[src/rtl/rtc_set_ctrl.sv]
// rtl/rtc_set_ctrl.sv - RTC time-set sequencer with 1 Hz tick prescaler
//
// Ports:
//   clk, reset (async, active-low)
//   btn_mode, btn_inc        debounced, clk-synchronous level buttons
//   cur_hr_m/l, cur_min_m/l  current BCD time from the RTC counter
//   tick                     one-cycle second-advance enable (RUN only)
//   load                     one-cycle strobe: RTC loads set_*, clears seconds
//   set_hr_m/l, set_min_m/l  edited BCD time, also shown while editing
//   mode                     0 = RUN, 1 = SET_HR, 2 = SET_MIN
//   blink                    display blink phase while editing
module rtc_set_ctrl #(
  parameter int TICK_DIV = 50000000
) (
  input  logic       clk,
  input  logic       reset,
  input  logic       btn_mode,
  input  logic       btn_inc,
  input  logic [3:0] cur_hr_m,
  input  logic [3:0] cur_hr_l,
  input  logic [3:0] cur_min_m,
  input  logic [3:0] cur_min_l,
  output logic       tick,
  output logic       load,
  output logic [3:0] set_hr_m,
  output logic [3:0] set_hr_l,
  output logic [3:0] set_min_m,
  output logic [3:0] set_min_l,
  output logic [1:0] mode,
  output logic       blink
);

  localparam int CW   = $clog2(TICK_DIV);
  localparam int HALF = TICK_DIV / 2;

  typedef enum logic [1:0] {
    RUN     = 2'd0,
    SET_HR  = 2'd1,
    SET_MIN = 2'd2
  } state_t;

  state_t        state, next_state;
  logic          btn_mode_q, btn_inc_q;
  logic          press_mode, press_inc;
  logic [CW-1:0] cnt, bcnt;

  logic          hr_valid, min_valid;
  logic [3:0]    hr_inc_m, hr_inc_l, min_inc_m, min_inc_l;

  assign press_mode = btn_mode & ~btn_mode_q;
  assign press_inc  = btn_inc  & ~btn_inc_q;
  assign mode       = state;

  // Out-of-range captures (e.g. RTC not yet initialised) start the edit at 00.
  assign hr_valid  = ((cur_hr_m < 4'd2) && (cur_hr_l <= 4'd9)) ||
                     ((cur_hr_m == 4'd2) && (cur_hr_l <= 4'd3));
  assign min_valid = (cur_min_m <= 4'd5) && (cur_min_l <= 4'd9);

  always_comb begin
    hr_inc_m = set_hr_m;
    hr_inc_l = set_hr_l + 4'd1;
    if (set_hr_m == 4'd2 && set_hr_l == 4'd3) begin
      hr_inc_m = 4'd0;
      hr_inc_l = 4'd0;
    end else if (set_hr_l == 4'd9) begin
      hr_inc_m = set_hr_m + 4'd1;
      hr_inc_l = 4'd0;
    end
  end

  always_comb begin
    min_inc_m = set_min_m;
    min_inc_l = set_min_l + 4'd1;
    if (set_min_l == 4'd9) begin
      min_inc_l = 4'd0;
      min_inc_m = (set_min_m == 4'd5) ? 4'd0 : set_min_m + 4'd1;
    end
  end

  always_ff @(posedge clk or negedge reset) begin
    if (!reset) state <= RUN;
    else        state <= next_state;
  end

  always_comb begin
    next_state = state;
    case (state)
      RUN:     if (press_mode) next_state = SET_HR;
      SET_HR:  if (press_mode) next_state = SET_MIN;
      SET_MIN: if (press_mode) next_state = RUN;
      default: next_state = RUN;
    endcase
  end

  always_ff @(posedge clk or negedge reset) begin
    if (!reset) begin
      btn_mode_q <= 1'b0;
      btn_inc_q  <= 1'b0;
      cnt        <= '0;
      bcnt       <= '0;
      tick       <= 1'b0;
      load       <= 1'b0;
      blink      <= 1'b0;
      set_hr_m   <= 4'd0;
      set_hr_l   <= 4'd0;
      set_min_m  <= 4'd0;
      set_min_l  <= 4'd0;
    end else begin
      btn_mode_q <= btn_mode;
      btn_inc_q  <= btn_inc;

      // Prescaler only runs while staying in RUN; the exit edge already
      // parks it at 0 so no tick can coincide with the edit entry.
      if (state == RUN && next_state == RUN) begin
        if (cnt == CW'(TICK_DIV - 1)) begin
          cnt  <= '0;
          tick <= 1'b1;
        end else begin
          cnt  <= cnt + CW'(1);
          tick <= 1'b0;
        end
      end else begin
        cnt  <= '0;
        tick <= 1'b0;
      end

      load <= (state == SET_MIN) && press_mode;

      if (next_state == RUN) begin
        blink <= 1'b0;
        bcnt  <= '0;
      end else if (state == RUN) begin
        blink <= 1'b1;
        bcnt  <= '0;
      end else if (bcnt == CW'(HALF - 1)) begin
        blink <= ~blink;
        bcnt  <= '0;
      end else begin
        bcnt  <= bcnt + CW'(1);
      end

      // A mode press in the same cycle as an increment suppresses the increment.
      if (state == RUN && press_mode) begin
        set_hr_m  <= hr_valid  ? cur_hr_m  : 4'd0;
        set_hr_l  <= hr_valid  ? cur_hr_l  : 4'd0;
        set_min_m <= min_valid ? cur_min_m : 4'd0;
        set_min_l <= min_valid ? cur_min_l : 4'd0;
      end else if (state == SET_HR && !press_mode && press_inc) begin
        set_hr_m <= hr_inc_m;
        set_hr_l <= hr_inc_l;
      end else if (state == SET_MIN && !press_mode && press_inc) begin
        set_min_m <= min_inc_m;
        set_min_l <= min_inc_l;
      end
    end
  end

endmodule

[config.mk]
export PLATFORM = sky130hd
export DESIGN_NAME = rtc_set_ctrl
export DESIGN_NICKNAME = d
export VERILOG_FILES = /design/src/rtl/rtc_set_ctrl.sv
export SDC_FILE = /design/constraint.sdc
export NUM_CORES = 1
export LEC_CHECK = 0
export ABC_AREA = 1
export CAP_MARGIN = 20
export CELL_PAD_IN_SITES_DETAIL_PLACEMENT = 0
export CELL_PAD_IN_SITES_GLOBAL_PLACEMENT = 1
export CORE_MARGIN = 4
export CORE_UTILIZATION = 46
export DETAILED_ROUTE_END_ITERATION = 8
export DONT_BUFFER_PORTS = 1
export GPL_ROUTABILITY_DRIVEN = 0
export GPL_TIMING_DRIVEN = 0
export PLACE_DENSITY = 0.78
export SETUP_SLACK_MARGIN = 0.4
export SYNTH_ARGS = -nofsm -noshare
export SYNTH_HDL_FRONTEND = slang
export SYNTH_SLANG_ARGS = --single-unit
[constraint.sdc]
create_clock -name clk -period 1.65 [get_ports clk]
set_clock_uncertainty 0.05 [all_clocks]
set_input_delay 0.33 -clock clk [delete_from_list [all_inputs] [get_ports clk]]
set_output_delay 0.33 -clock clk [all_outputs]
set_load 0.005 [all_outputs]
==> impl_results.md <==
- Status: finished, violations left
- Failing checks: negative hold slack
- Row cnt: 36
- Layout area overhead: 41.6%
- Synth area leader: dfrtp_1
- Hold Slack: -0.409 ns
- CTS tree: done
- Asr flop ratio synth: 100%
- Slew Limit Headroom: around three quarters
- Seq cells post-synth: 75
- Root buf cell: clkbuf_8
- Clk sinks: 75
- CP required: between 1.5 and 2 ns
- Share of cells above drive strength 1: 37.3%
- Final setup viols: 0
- Multi-input gate area: roughly 3200 um2
- Post-DP HPWL: around 8000 um
- Filler cells: 831
- Critical path endpoint category: flip-flop
- DRT antenna net count: 0
- Core ar.: just under 10,000 um2
- Crit path kind: reg2reg
- Hold Path Class: in2async
- Setup TNS: 0 ns
- Dominant cells by area after synthesis: dfrtp_1 41%, nand2_1 19%, nor2_1 12%
- LEAKAGE: about 0.0027 uW
- Netlist cell types: 29
- Initial Util: between 40 and 50%
- Nets: 783
- Initial antenna violation count: 0
- Num CTS Buffers: 9
- H-tree depth: 3
- Vias in the first global route: roughly 4,500
- Total GRT Usage: 23.3%
- Via density: about 5
- Routed WL: between 10,000 and 15,000 um
- RSZ-0062 raised after global routing: yes
- Post-Synthesis Cell Area: ~4600 um2
- Vias after detailed routing: 4,544
- Placed inst area: slightly below 5000 um2
- Hold buffer count at cts: 2
- Port-buffer cells: 0
- Tmin final: about 1.6 ns
- Synth Warn #: 0
- Final Max Tran Viols: 0
- Cell Pwr Density: ~1100 nW/um2
- Mapped Nets: 703
- Worst EP arrival: 1.79 ns
- Commonest cells in the netlist: 230 x nand2_1, 143 x nor2_1, 75 x dfrtp_1, 75 x inv_1, 43 x nand3_1
- Router iterations before antenna repair: 5
- Most used DFF post-synth: dfrtp_1
- Cell with the most instances after synthesis: nand2_1
- Antenna diodes: 0
- Peak VDD IR: roughly 0.00077 V
- Number of synthesized flops with an enable pin: 0
- Buffer depth of the longest clock path: 2
- Synth Instances: around 680
- Routed len/inst: roughly 15 um
- Seq/Total Area, Yosys: roughly 41%
- DR DRC count: 0
- Util after Layout: 66.7%
- Full die area: between 10,000 and 15,000 um2
- Crit start category: flip-flop
- Least-Margin Pin Slew: around 0.37 ns
- FMAX: 638 MHz
- GRT overflow: 0
- Worst-Skew Late Latency: around 0.38 ns
- Avg Inst Size Synth: 6.77 um2
- 1st-iter DRT viols: about 240
- Largest net degree at the start of global routing: 76
- First-pass GRT wire length: approximately 21,000 um
- Final Cell Area: approximately 6500 um2
- Clk slew on worst S/H paths: around 0.08 ns
- Synth top area share: approximately two fifths
- Die Wd: between 100 and 150 um
- Hold Vio Cnt, Final: 75
- Max cap viols: 0
- Overall die height: roughly 110 um
- Period utilisation layout: 94.9%
- Path depth of the worst reg2reg path: 9
- Number of I/O pins: between 40 and 50
- Storage cell area: roughly 1900 um2
- Critical path peak fanout: 10
## power by group
part           internal [uW]  total, uW  switching, uW  leakage, uW
Clock                    770       1520            745    0.0000974
Sequential              2080       2440            360      0.00100
Combinational           1360       2910           1560      0.00159
Total                   4210       6870           2660      0.00269
## placed cells by master, fill, tap and decap left out, types with 10 or more instances in the layout
master	n
buf_4	40
buf_6	22
clkbuf_8	11
dfrtp_1	62
dfrtp_2	13
inv_1	59
inv_2	10
nand2_1	182
nand2_2	38
nand3_1	25
nand3_2	16
nand4_1	13
nor2_1	83
nor2_2	33
nor2_4	39
xor2_1	16
## cell type report
cell class | count | area share [%]
multi-input combinational | 524 | 49.6
sequential | 75 | 29.2
inverter | 75 | 4.65
tap | 133 | 2.56
timing repair buffer | 67 | 9.97
clock inverter | 4 | 0.771
buffer | 5 | 0.925
clock buffer | 11 | 2.33
## sequential cells by signal, indices dropped and copies added, names as in the netlist
| name | count |
|---|---|
| tick | 1 |
| set_hr_m | 4 |
| set_min_m | 4 |
| btn_inc_q | 1 |
| blink | 1 |
| mode | 2 |
| set_min_l | 4 |
| load | 1 |
| cnt | 26 |
| btn_mode_q | 1 |
| set_hr_l | 4 |
| bcnt | 26 |
## final timing paths
check / start / to / slack (ns)
setup / recovery: bcnt[0] / blink / 0.08
hold / removal: reset / bcnt[10] / -0.41
setup reg to reg: bcnt[0] / blink / 0.08
hold reg to reg: cnt[0] / cnt[0] / 0.44
max in group asynchronous: reset / set_hr_l[2] / 1.85
min in group clk: cur_min_m[0] / set_min_m[0] / 0.09
## routing by layer
metal / part of all wire (%) / up-vias / track usage (%)
li1: - / 2252 / -
met1: 44 / 2170 / 31.1
met2: 48 / 103 / 36.8
met3: 5.7 / 19 / 5.82
met4: 2.1 / 0 / 8.39
met5: 0 / - / 0
## timing repair
item	in CTS	in global routing
pin swaps	58	65
setup endpoints to repair	72	75
gates resized for setup	121	143
endpoints found under the hold margin	77	75
buffers inserted	39	22
gates cloned	6	0
## critical path, cell delays in order (launching register included)
cell and delay [ns]:
dfrtp_1 0.40, ha_4 0.17, nand3_4 0.08, nor2_4 0.18
nand3_4 0.10, buf_4 0.15, nor2_4 0.11, nor2_4 0.08
nand2_1 0.08, nand2_1 0.05
## logic make-up after synthesis
kind of cell | share of synthesized area [%]
buffers and inverters | 6.98
adders and majority gates | 1.64
xor gates and xnor gates | 4.20
AOI/OAI and AO/OA | 3.49
DFF | 40.9
and+or+nand+nor | 42.8
## stage by stage
step | power (uW) | cells | hold WS [ns] | setup WS, ns
2_1_floorplan | 3480 | 677 | -0.0156 | 0.166
3_3_place_gp | 3860 | 810 | -0.0134 | -0.155
3_5_place_dp | 3900 | 810 | -0.0126 | -0.171
4_1_cts | 6420 | 872 | -0.436 | 0.0579
5_1_grt | 7290 | 894 | -0.444 | -0.0210
6_report | 6870 | 894 | -0.409 | 0.0835
Note: power is estimated with default switching activity, not from simulation.
